<file path="config.mk">
export PLATFORM = sky130hd
export DESIGN_NAME = shared_bus_controller
export DESIGN_NICKNAME = d
export VERILOG_FILES = /design/src/rtl/bus_pkg.sv /design/src/rtl/rr_priority_select.sv /design/src/rtl/shared_bus_controller.sv
export SDC_FILE = /design/constraint.sdc
export NUM_CORES = 1
export LEC_CHECK = 0
export BUFFER_PORTS_ARGS = -buffer_cell sky130_fd_sc_hd__buf_2
export CAP_MARGIN = 20
export CORE_ASPECT_RATIO = 0.8
export CORE_MARGIN = 2
export CORE_UTILIZATION = 44
export DETAILED_ROUTE_END_ITERATION = 8
export SLEW_MARGIN = 20
export SYNTH_ARGS = -nofsm -noshare
export SYNTH_HDL_FRONTEND = slang
export SYNTH_SLANG_ARGS = --single-unit
</file>
<file path="constraint.sdc">
create_clock -name clk -period 2 [get_ports clk]
set_clock_uncertainty 0.1 [all_clocks]
set_input_delay 0.4 -clock clk [delete_from_list [all_inputs] [get_ports clk]]
set_output_delay 0.4 -clock clk [all_outputs]
set_load 0.005 [all_outputs]
</file>
<file path="src/rtl/bus_pkg.sv">
// Shared types and helpers for the shared bus controller: FSM state
// encoding, round-robin winner selection and response-line bit counting.
package bus_pkg;

    localparam int MAX_MASTERS = 8;
    localparam int MAX_IDX_W   = 3;
    localparam int MAX_SLAVES  = 8;

    typedef enum logic [2:0] {
        ST_IDLE    = 3'd0,
        ST_GRANT   = 3'd1,
        ST_ADDR    = 3'd2,
        ST_STROBE  = 3'd3,
        ST_RELEASE = 3'd4
    } bus_state_e;

    // Returns the first requester at or after last+1 (mod n); holds last if none request.
    function automatic logic [MAX_IDX_W-1:0] rr_pick(
        input logic [MAX_MASTERS-1:0] req,
        input logic [MAX_IDX_W-1:0]   last,
        input int                     n
    );
        logic [MAX_IDX_W-1:0] pick;
        logic [MAX_IDX_W-1:0] cand;
        logic                 found;
        pick  = last;
        found = 1'b0;
        for (int k = 1; k <= MAX_MASTERS; k++) begin
            cand = MAX_IDX_W'((int'(last) + k) % n);
            if (!found && (k <= n) && req[cand]) begin
                pick  = cand;
                found = 1'b1;
            end
        end
        return pick;
    endfunction

    // Number of set bits; more than one slave answering is a collision.
    function automatic logic [3:0] onehot_count(input logic [MAX_SLAVES-1:0] v);
        logic [3:0] cnt;
        cnt = 4'd0;
        for (int i = 0; i < MAX_SLAVES; i++) begin
            cnt = cnt + 4'(v[i]);
        end
        return cnt;
    endfunction

endpackage

</file>
<file path="src/rtl/rr_priority_select.sv">
// Combinational round-robin selector: rotates the request vector past the
// previous winner and priority-encodes the first requester found.
module rr_priority_select
    import bus_pkg::*;
#(
    parameter  int NUM_MASTERS = 2,
    localparam int IDX_W       = $clog2(NUM_MASTERS)
) (
    input  logic [NUM_MASTERS-1:0] req,
    input  logic [IDX_W-1:0]       last,
    output logic                   valid,
    output logic [IDX_W-1:0]       idx
);

    logic [MAX_IDX_W-1:0] pick;

    // Winner search starts one past the last grant so no master is starved
    always_comb begin
        pick  = rr_pick(MAX_MASTERS'(req), MAX_IDX_W'(last), NUM_MASTERS);
        valid = |req;
        idx   = IDX_W'(pick);
    end

endmodule

</file>
<file path="src/rtl/shared_bus_controller.sv">
// Shared address/data bus sequencer: round-robin grant, address phase with
// timeout and collision detection, fixed-width data strobe, bus turnaround.
// Handshake: a master holds barq_i until its bagd_o bit drops; slaves answer
// an address phase (target_ready_o high) by raising exactly one slave_av_i bit.
module shared_bus_controller
    import bus_pkg::*;
#(
    parameter  int NUM_MASTERS     = 2,
    parameter  int NUM_SLAVES      = 2,
    parameter  int CLK_MAX_TIMEOUT = 10,
    parameter  int STROBE_LEN      = 1,
    localparam int IDX_W           = $clog2(NUM_MASTERS)
) (
    input  logic                   clk,
    input  logic                   rst_n,
    input  logic [NUM_MASTERS-1:0] barq_i,
    output logic [NUM_MASTERS-1:0] bagd_o,
    output logic [IDX_W-1:0]       grant_idx_o,
    output logic                   target_ready_o,
    input  logic [NUM_SLAVES-1:0]  slave_av_i,
    output logic                   data_strobe_o,
    output logic                   done_o,
    output logic                   error_o
);

    localparam int TO_W = $clog2(CLK_MAX_TIMEOUT + 1);
    localparam int SB_W = $clog2(STROBE_LEN + 1);

    bus_state_e        state;
    logic [IDX_W-1:0]  last_ptr;
    logic [TO_W-1:0]   to_cnt;
    logic [SB_W-1:0]   sb_cnt;
    logic              pick_valid;
    logic [IDX_W-1:0]  pick_idx;
    logic [3:0]        av_count;
    logic              granted_req;

    rr_priority_select #(
        .NUM_MASTERS (NUM_MASTERS)
    ) u_rr_select (
        .req   (barq_i),
        .last  (last_ptr),
        .valid (pick_valid),
        .idx   (pick_idx)
    );

    assign av_count    = onehot_count(MAX_SLAVES'(slave_av_i));
    assign granted_req = |(barq_i & bagd_o);

    // Transfer sequencer; every output is a register so the bus sees no glitches
    always_ff @(posedge clk or negedge rst_n) begin
        if (!rst_n) begin
            state          <= ST_IDLE;
            last_ptr       <= IDX_W'(NUM_MASTERS - 1);
            bagd_o         <= '0;
            grant_idx_o    <= '0;
            target_ready_o <= 1'b0;
            data_strobe_o  <= 1'b0;
            done_o         <= 1'b0;
            error_o        <= 1'b0;
            to_cnt         <= '0;
            sb_cnt         <= '0;
        end else begin
            done_o  <= 1'b0;
            error_o <= 1'b0;
            case (state)
                ST_IDLE: begin
                    if (pick_valid) begin
                        bagd_o      <= NUM_MASTERS'(1) << pick_idx;
                        grant_idx_o <= pick_idx;
                        last_ptr    <= pick_idx;
                        state       <= ST_GRANT;
                    end
                end
                ST_GRANT: begin
                    if (!granted_req) begin
                        error_o <= 1'b1;
                        bagd_o  <= '0;
                        state   <= ST_RELEASE;
                    end else begin
                        target_ready_o <= 1'b1;
                        to_cnt         <= '0;
                        state          <= ST_ADDR;
                    end
                end
                ST_ADDR: begin
                    if (!granted_req || (av_count > 4'd1)) begin
                        // abort or collision: drop the bus without strobing
                        error_o        <= 1'b1;
                        bagd_o         <= '0;
                        target_ready_o <= 1'b0;
                        state          <= ST_RELEASE;
                    end else if (av_count == 4'd1) begin
                        // a response on the timeout edge still wins
                        data_strobe_o <= 1'b1;
                        sb_cnt        <= SB_W'(1);
                        state         <= ST_STROBE;
                    end else if (to_cnt == TO_W'(CLK_MAX_TIMEOUT - 1)) begin
                        error_o        <= 1'b1;
                        bagd_o         <= '0;
                        target_ready_o <= 1'b0;
                        state          <= ST_RELEASE;
                    end else begin
                        to_cnt <= to_cnt + TO_W'(1);
                    end
                end
                ST_STROBE: begin
                    // request drops here are ignored; the strobe always completes
                    if (sb_cnt == SB_W'(STROBE_LEN)) begin
                        done_o         <= 1'b1;
                        data_strobe_o  <= 1'b0;
                        bagd_o         <= '0;
                        target_ready_o <= 1'b0;
                        state          <= ST_RELEASE;
                    end else begin
                        sb_cnt <= sb_cnt + SB_W'(1);
                    end
                end
                ST_RELEASE: begin
                    state <= ST_IDLE;
                end
                default: begin
                    state <= ST_IDLE;
                end
            endcase
        end
    end

endmodule

</file>
Word level (Yosys, flattened, before mapping)
Cells that the tools add are included.
{"block": "classes", "shift": 1, "eq_ne": 16, "n_mux": 44, "n_addsub": 5, "n_bitwise": 3, "n_lt_le_gt_ge": 3, "reduce_logical": 18}
{"cell": "two-way mux 1 bit", "n": 19}
{"cell": "two-way mux 3 bit", "n": 6}
{"cell": "two-way mux 4 bit", "n": 4}
{"cell": "!= test 2 bit (second input constant)", "n": 8}
{"cell": "two-way mux 2 bit", "n": 6}
{"cell": "one-hot mux 3 bit (4 select lines)", "n": 1}
{"cell": "AND reduction 5 bit", "n": 2}
{"cell": "< comparator 3 x 4 -> 1 bit (second input constant)", "n": 2}
{"cell": "one-hot mux 2 bit (4 select lines)", "n": 1}
{"cell": "one-hot mux 4 bit (2 select lines)", "n": 1}
{"cell": "equality test 3 x 2 -> 1 bit (second input constant)", "n": 2}
{"cell": "!= test 3 bit (second input constant)", "n": 2}
{"cell": "one-hot mux 1 bit (2 select lines)", "n": 3}
{"cell": "AND reduction 3 bit", "n": 2}
{"cell": "AND reduction 6 bit", "n": 1}
{"cell": "adder 4 x 1 -> 4 bit (second input constant)", "n": 1}
{"cell": "binary-select mux 1 bit (select 2 bit)", "n": 2}
{"cell": "equality test 4 bit (second input constant)", "n": 1}
{"cell": "!= test 4 bit (second input constant)", "n": 1}
{"cell": "AND reduction 4 bit", "n": 1}
{"cell": "nonzero test 2 bit", "n": 2}
{"cell": "nonzero test 4 bit", "n": 1}
{"cell": "OR reduction 2 bit", "n": 2}
{"cell": "adder 1 bit (second input constant)", "n": 3}
{"cell": "14 further kinds", "n": 16}
{"block": "totals", "output_inout_bits": 7, "ff_bits": 16, "wordCells": 100, "input_bits": 6}

Depth between registers and ports, before layout
{"block": "depth", "word_depth": 11, "mapped_depth": 6, "depth_no_buf": 6}

Hierarchy
Synthesis repeated with hierarchy kept, for this count alone.
{"block": "unflattened", "hier_cells": 99, "hier_area_um2": 914.6}
{"module": "shared_bus_controller", "cells_each": 96, "seq_area_each_um2": 401.6, "n_inst": 1, "area_per_inst_um2": 899.6}
{"module": "rr_priority_select", "cells_each": 3, "seq_area_each_um2": 0.0, "n_inst": 1, "area_per_inst_um2": 15.0}

Worst setup path after synthesis
OpenSTA, ideal clock, no wires.
{"block": "synth_timing", "kind": "input -> register", "startpoint": "input slave_av_i[0]", "endpoint": "register state[2]", "required_time_ps": 1761, "path_stages": 4, "t_arrival_ps": 1806, "path_slack_ps": -45, "setup_time_ps": 139, "path_cell_list": "ha_1 -> or4b_1 -> or4_4 -> nor3b_1"}
{"block": "synth_between", "elab_chain_len": 5, "elab_cells_between_ends": 9}
{"element": "from (decl)", "line_no": "shared_bus_controller.sv:20", "rtl": "input logic [NUM_SLAVES-1:0] slave_av_i,"}
{"element": "adder 1 x 1 -> 2 bit (*)", "line_no": "bus_pkg.sv:43", "rtl": "cnt = cnt + 4'(v[i]);"}
{"element": "> comparator 2 x 1 -> 1 bit / equality test 2 x 1 -> 1 bit (equally long branches)", "line_no": "shared_bus_controller.sv:87, shared_bus_controller.sv:93"}
{"element": "logical OR 1 bit / two-way mux 3 bit (equally long branches)", "line_no": "shared_bus_controller.sv:87, shared_bus_controller.sv:93"}
{"element": "!= test 4 bit (no source line) / two-way mux 3 bit (equally long branches)"}
{"element": "AND reduction 3 bit (no source line) / one-hot mux 3 bit (4 select lines) (equally long branches)"}
{"element": "to (signal assigned)", "line_no": "shared_bus_controller.sv:83", "rtl": "state <= ST_ADDR;"}
{"element": "to (signal assigned)", "line_no": "shared_bus_controller.sv:92", "rtl": "state <= ST_RELEASE;"}
{"element": "to (signal assigned)", "line_no": "shared_bus_controller.sv:97", "rtl": "state <= ST_STROBE;"}
{"element": "to (decl)", "line_no": "shared_bus_controller.sv:29", "rtl": "bus_state_e state;"}
Every way passes the cells marked *; elsewhere a longest branch is shown, timed or not.
A chain may end at the register's enable or synchronous reset.

Worst setup path in the final report
Same ends and word-level chain as after synthesis.

==> impl_metrics.tcl <==
set metrics [dict create \
    status "completed" \
    synth_async_sr_flop_share_pct 100 \
    cts_sinks 16 \
    cts_tree "built" \
    critPathSlowestCell "or4b_1" \
    grt_pass1_wl_um 3710 \
    num_antenna_cells 0 \
    worst_slack_ns 0.140 \
    portBuffers 12 \
    wirelength_um 2030 \
    synth_ff_type "dfrtp_1" \
    die_h_um 44.7 \
    seq_area_um2 402 \
    syn_area_per_cell_um2 9.79 \
    multi_input_area_um2 463 \
    yosysWarnings 0 \
    synth.distinct_cells 38 \
    yosys.area.top_type "dfrtp_1" \
    postSynthCellCount 93 \
    path_class "input pin to register" \
    worstPathMaxFanout 4 \
    clk_pin_slew_ns 0.11 \
    nets 123 \
    dr.pass1.iters 4 \
    worstSkewPairLatency_ns 0.30 \
    syn-num-nets 102 \
    worst_setup_path_end_kind "register" \
    path_cells "buf_2 -> ha_1 -> or4b_1 -> or4_4 -> nor3b_1" \
    yosysTopAreaCellShare_pct 41.2 \
    reg2regPathDepth 3 \
    dp_slack_ns -0.179 \
    relSlewSlack_pct 72.4 \
    slowest_delay_ns 0.54 \
    slew_violations 0 \
    drive_above_1_share_pct 24.8 \
    power_density_mw_per_mm2 1250 \
    max_freq_mhz 538 \
    via_count 801 \
    synthMostInstantiatedCell "dfrtp_1" \
    min_path_type "register to register" \
    cts_max_path_buffers 2 \
    vias_per_cell 5.85 \
    postLayoutCellArea_mm2 0.00108 \
    r2r_end "state[2]" \
    worstPathRequired_ns 2.10 \
    worst_pin_slew_ns 0.414 \
    power.total_mw 1.35 \
    rr_startpoint "state[0]" \
    io-pin-count 13 \
    place_inst 132 \
    crit_start "slave_av_i[0]" \
    rrSetupSlack_ns 0.18 \
    crit_arrival_ns 1.96 \
    die_w_um 54.9 \
    path_depth 5 \
    finalCritPeriodShare_pct 93.0 \
    first_global_vias 801 \
    synth_common_cells "dfrtp_1 (15), inv_1 (8), o21ai_0 (7), a21oi_1 (5), a22o_1 (5)" \
    grt_antenna_before_repair 0 \
    syn-cell-area_um2 911 \
    drtIter0Drc 22 \
    start_util_pct 47.7 \
    period_minus_slack_ns 1.86 \
    postRouteAntennaNets 0 \
    wl_per_cell_um 14.8 \
    post_cts_buffers 0 \
    crit_end "state[2]" \
    crit_family "simple AND/OR/NAND/NOR gates" \
    fillers 170 \
    finalHoldViolations 0 \
    drcViolationCount 0 \
    synth.ff_latch_count 16 \
    cts-root-buf "clkbuf_4" \
    p_leak_nw 0.531 \
    synth_edf_count 0 \
    ys_top_cells_by_area "dfrtp_1 (41%), a22o_1 (4.8%), ha_1 (4.1%), o21ai_0 (3.8%), a21o_1 (3.3%)" \
    post_cts_resized 0 \
    synth-seq-area-share_pct 44.1 \
    path_buf_inv 1 \
    ir_worst_vdd_mv 0.841 \
    core_mm2 0.00191 \
    numCtsBuffers 3 \
    place_area_mm2 0.00104 \
    rows 14 \
    layoutNonFillerInstCount 137 \
    track_usage_pct 21.4 \
    hold-worst-slack_ns 0.402 \
    syn_to_final_growth_pct 19.0 \
    rsz0062_at_grt "no" \
    h-tree-depth 1 \
    overflow 0 \
    drv_cap 0 \
    grt_max_degree 17 \
    dp_hpwl_um 1510 \
    die_area_mm2 0.00245 \
    place_congestion 0.855 \
    cp-start-kind "input pin" \
    setup_viol 0 \
]
## worst min-delay path by stage
stage	cells after the start	to	from	slack, ns
after global placement	1	target_ready_o	rst_n	0.24
after floorplan	0	bagd_o[0]	rst_n	0.004
after CTS	2	data_strobe_o	data_strobe_o	0.41
after global routing	3	state[0]	barq_i[1]	0.42
final	2	data_strobe_o	data_strobe_o	0.40
after detailed placement	1	target_ready_o	rst_n	0.23
## logic make-up after synthesis
group	share of synthesized area, %
AOI/OAI and AO/OA	27.1
and+or+nand+nor	18.5
DFF	44.1
buffers and inverters	5.08
adders and majority gates	4.12
muxes	1.10
## final cells by class
class / instances / area share, %
Clock buffer: 4 / 3.35
Inverter: 8 / 2.77
Multi-Input combinational cell: 65 / 42.7
Sequential cell: 16 / 37.1
Tap cell: 24 / 2.77
Timing Repair Buffer: 20 / 11.3
## registers in the layout, summed over array words and instances, names as in the netlist
register / count
grant_idx_o: 1
bagd_o: 2
target_ready_o: 1
data_strobe_o: 1
error_o: 1
last_ptr: 1
sb_cnt: 1
state: 3
to_cnt: 4
done_o: 1
## worst min-delay path: stages (launching register included)
cell     delay [ns]
dfrtp_1        0.37
nand2_1        0.05
o21ai_0        0.06
## metal layers
layer,track usage [%],wire [um]
met1,30.3,970
met2,30.5,880
met3,7.28,122
met4,7.50,57
met5,0,0
## repair_timing
item | CTS | global route
hold buffers | 1 | 0
setup endpoints to repair | 0 | 0
hold endpoints to repair | 15 | 0
## placed cells by master (no fill, tap or decap), types with 2 or more instances in the layout
master,count
o21ai_0,7
a22o_1,5
nand2_1,3
clkbuf_4,3
o21a_1,3
a21o_1,4
a22oi_1,2
dfrtp_1,15
nor2b_1,2
ha_1,3
buf_4,7
a21oi_1,5
inv_1,8
nand2b_1,2
o31ai_1,2
or2b_1,2
nor2_1,3
buf_2,12
o211ai_1,3
## through the flow
stage / setup TNS (ns) / util (%)
floorplan: -0.0308 / -
global placement: -0.736 / 54.3
detailed placement: -0.863 / 54.3
CTS: 0 / 56.7
global route: 0 / 56.7
finish: 0 / 56.7
## power by group
part | switching (mW) | leakage [nW] | internal [mW]
sequential | 0.123 | 0.199 | 0.433
combinational | 0.280 | 0.312 | 0.291
clock | 0.112 | 0.0210 | 0.111
total | 0.516 | 0.531 | 0.835
No activity file was read; power rests on OpenSTA's default activity.
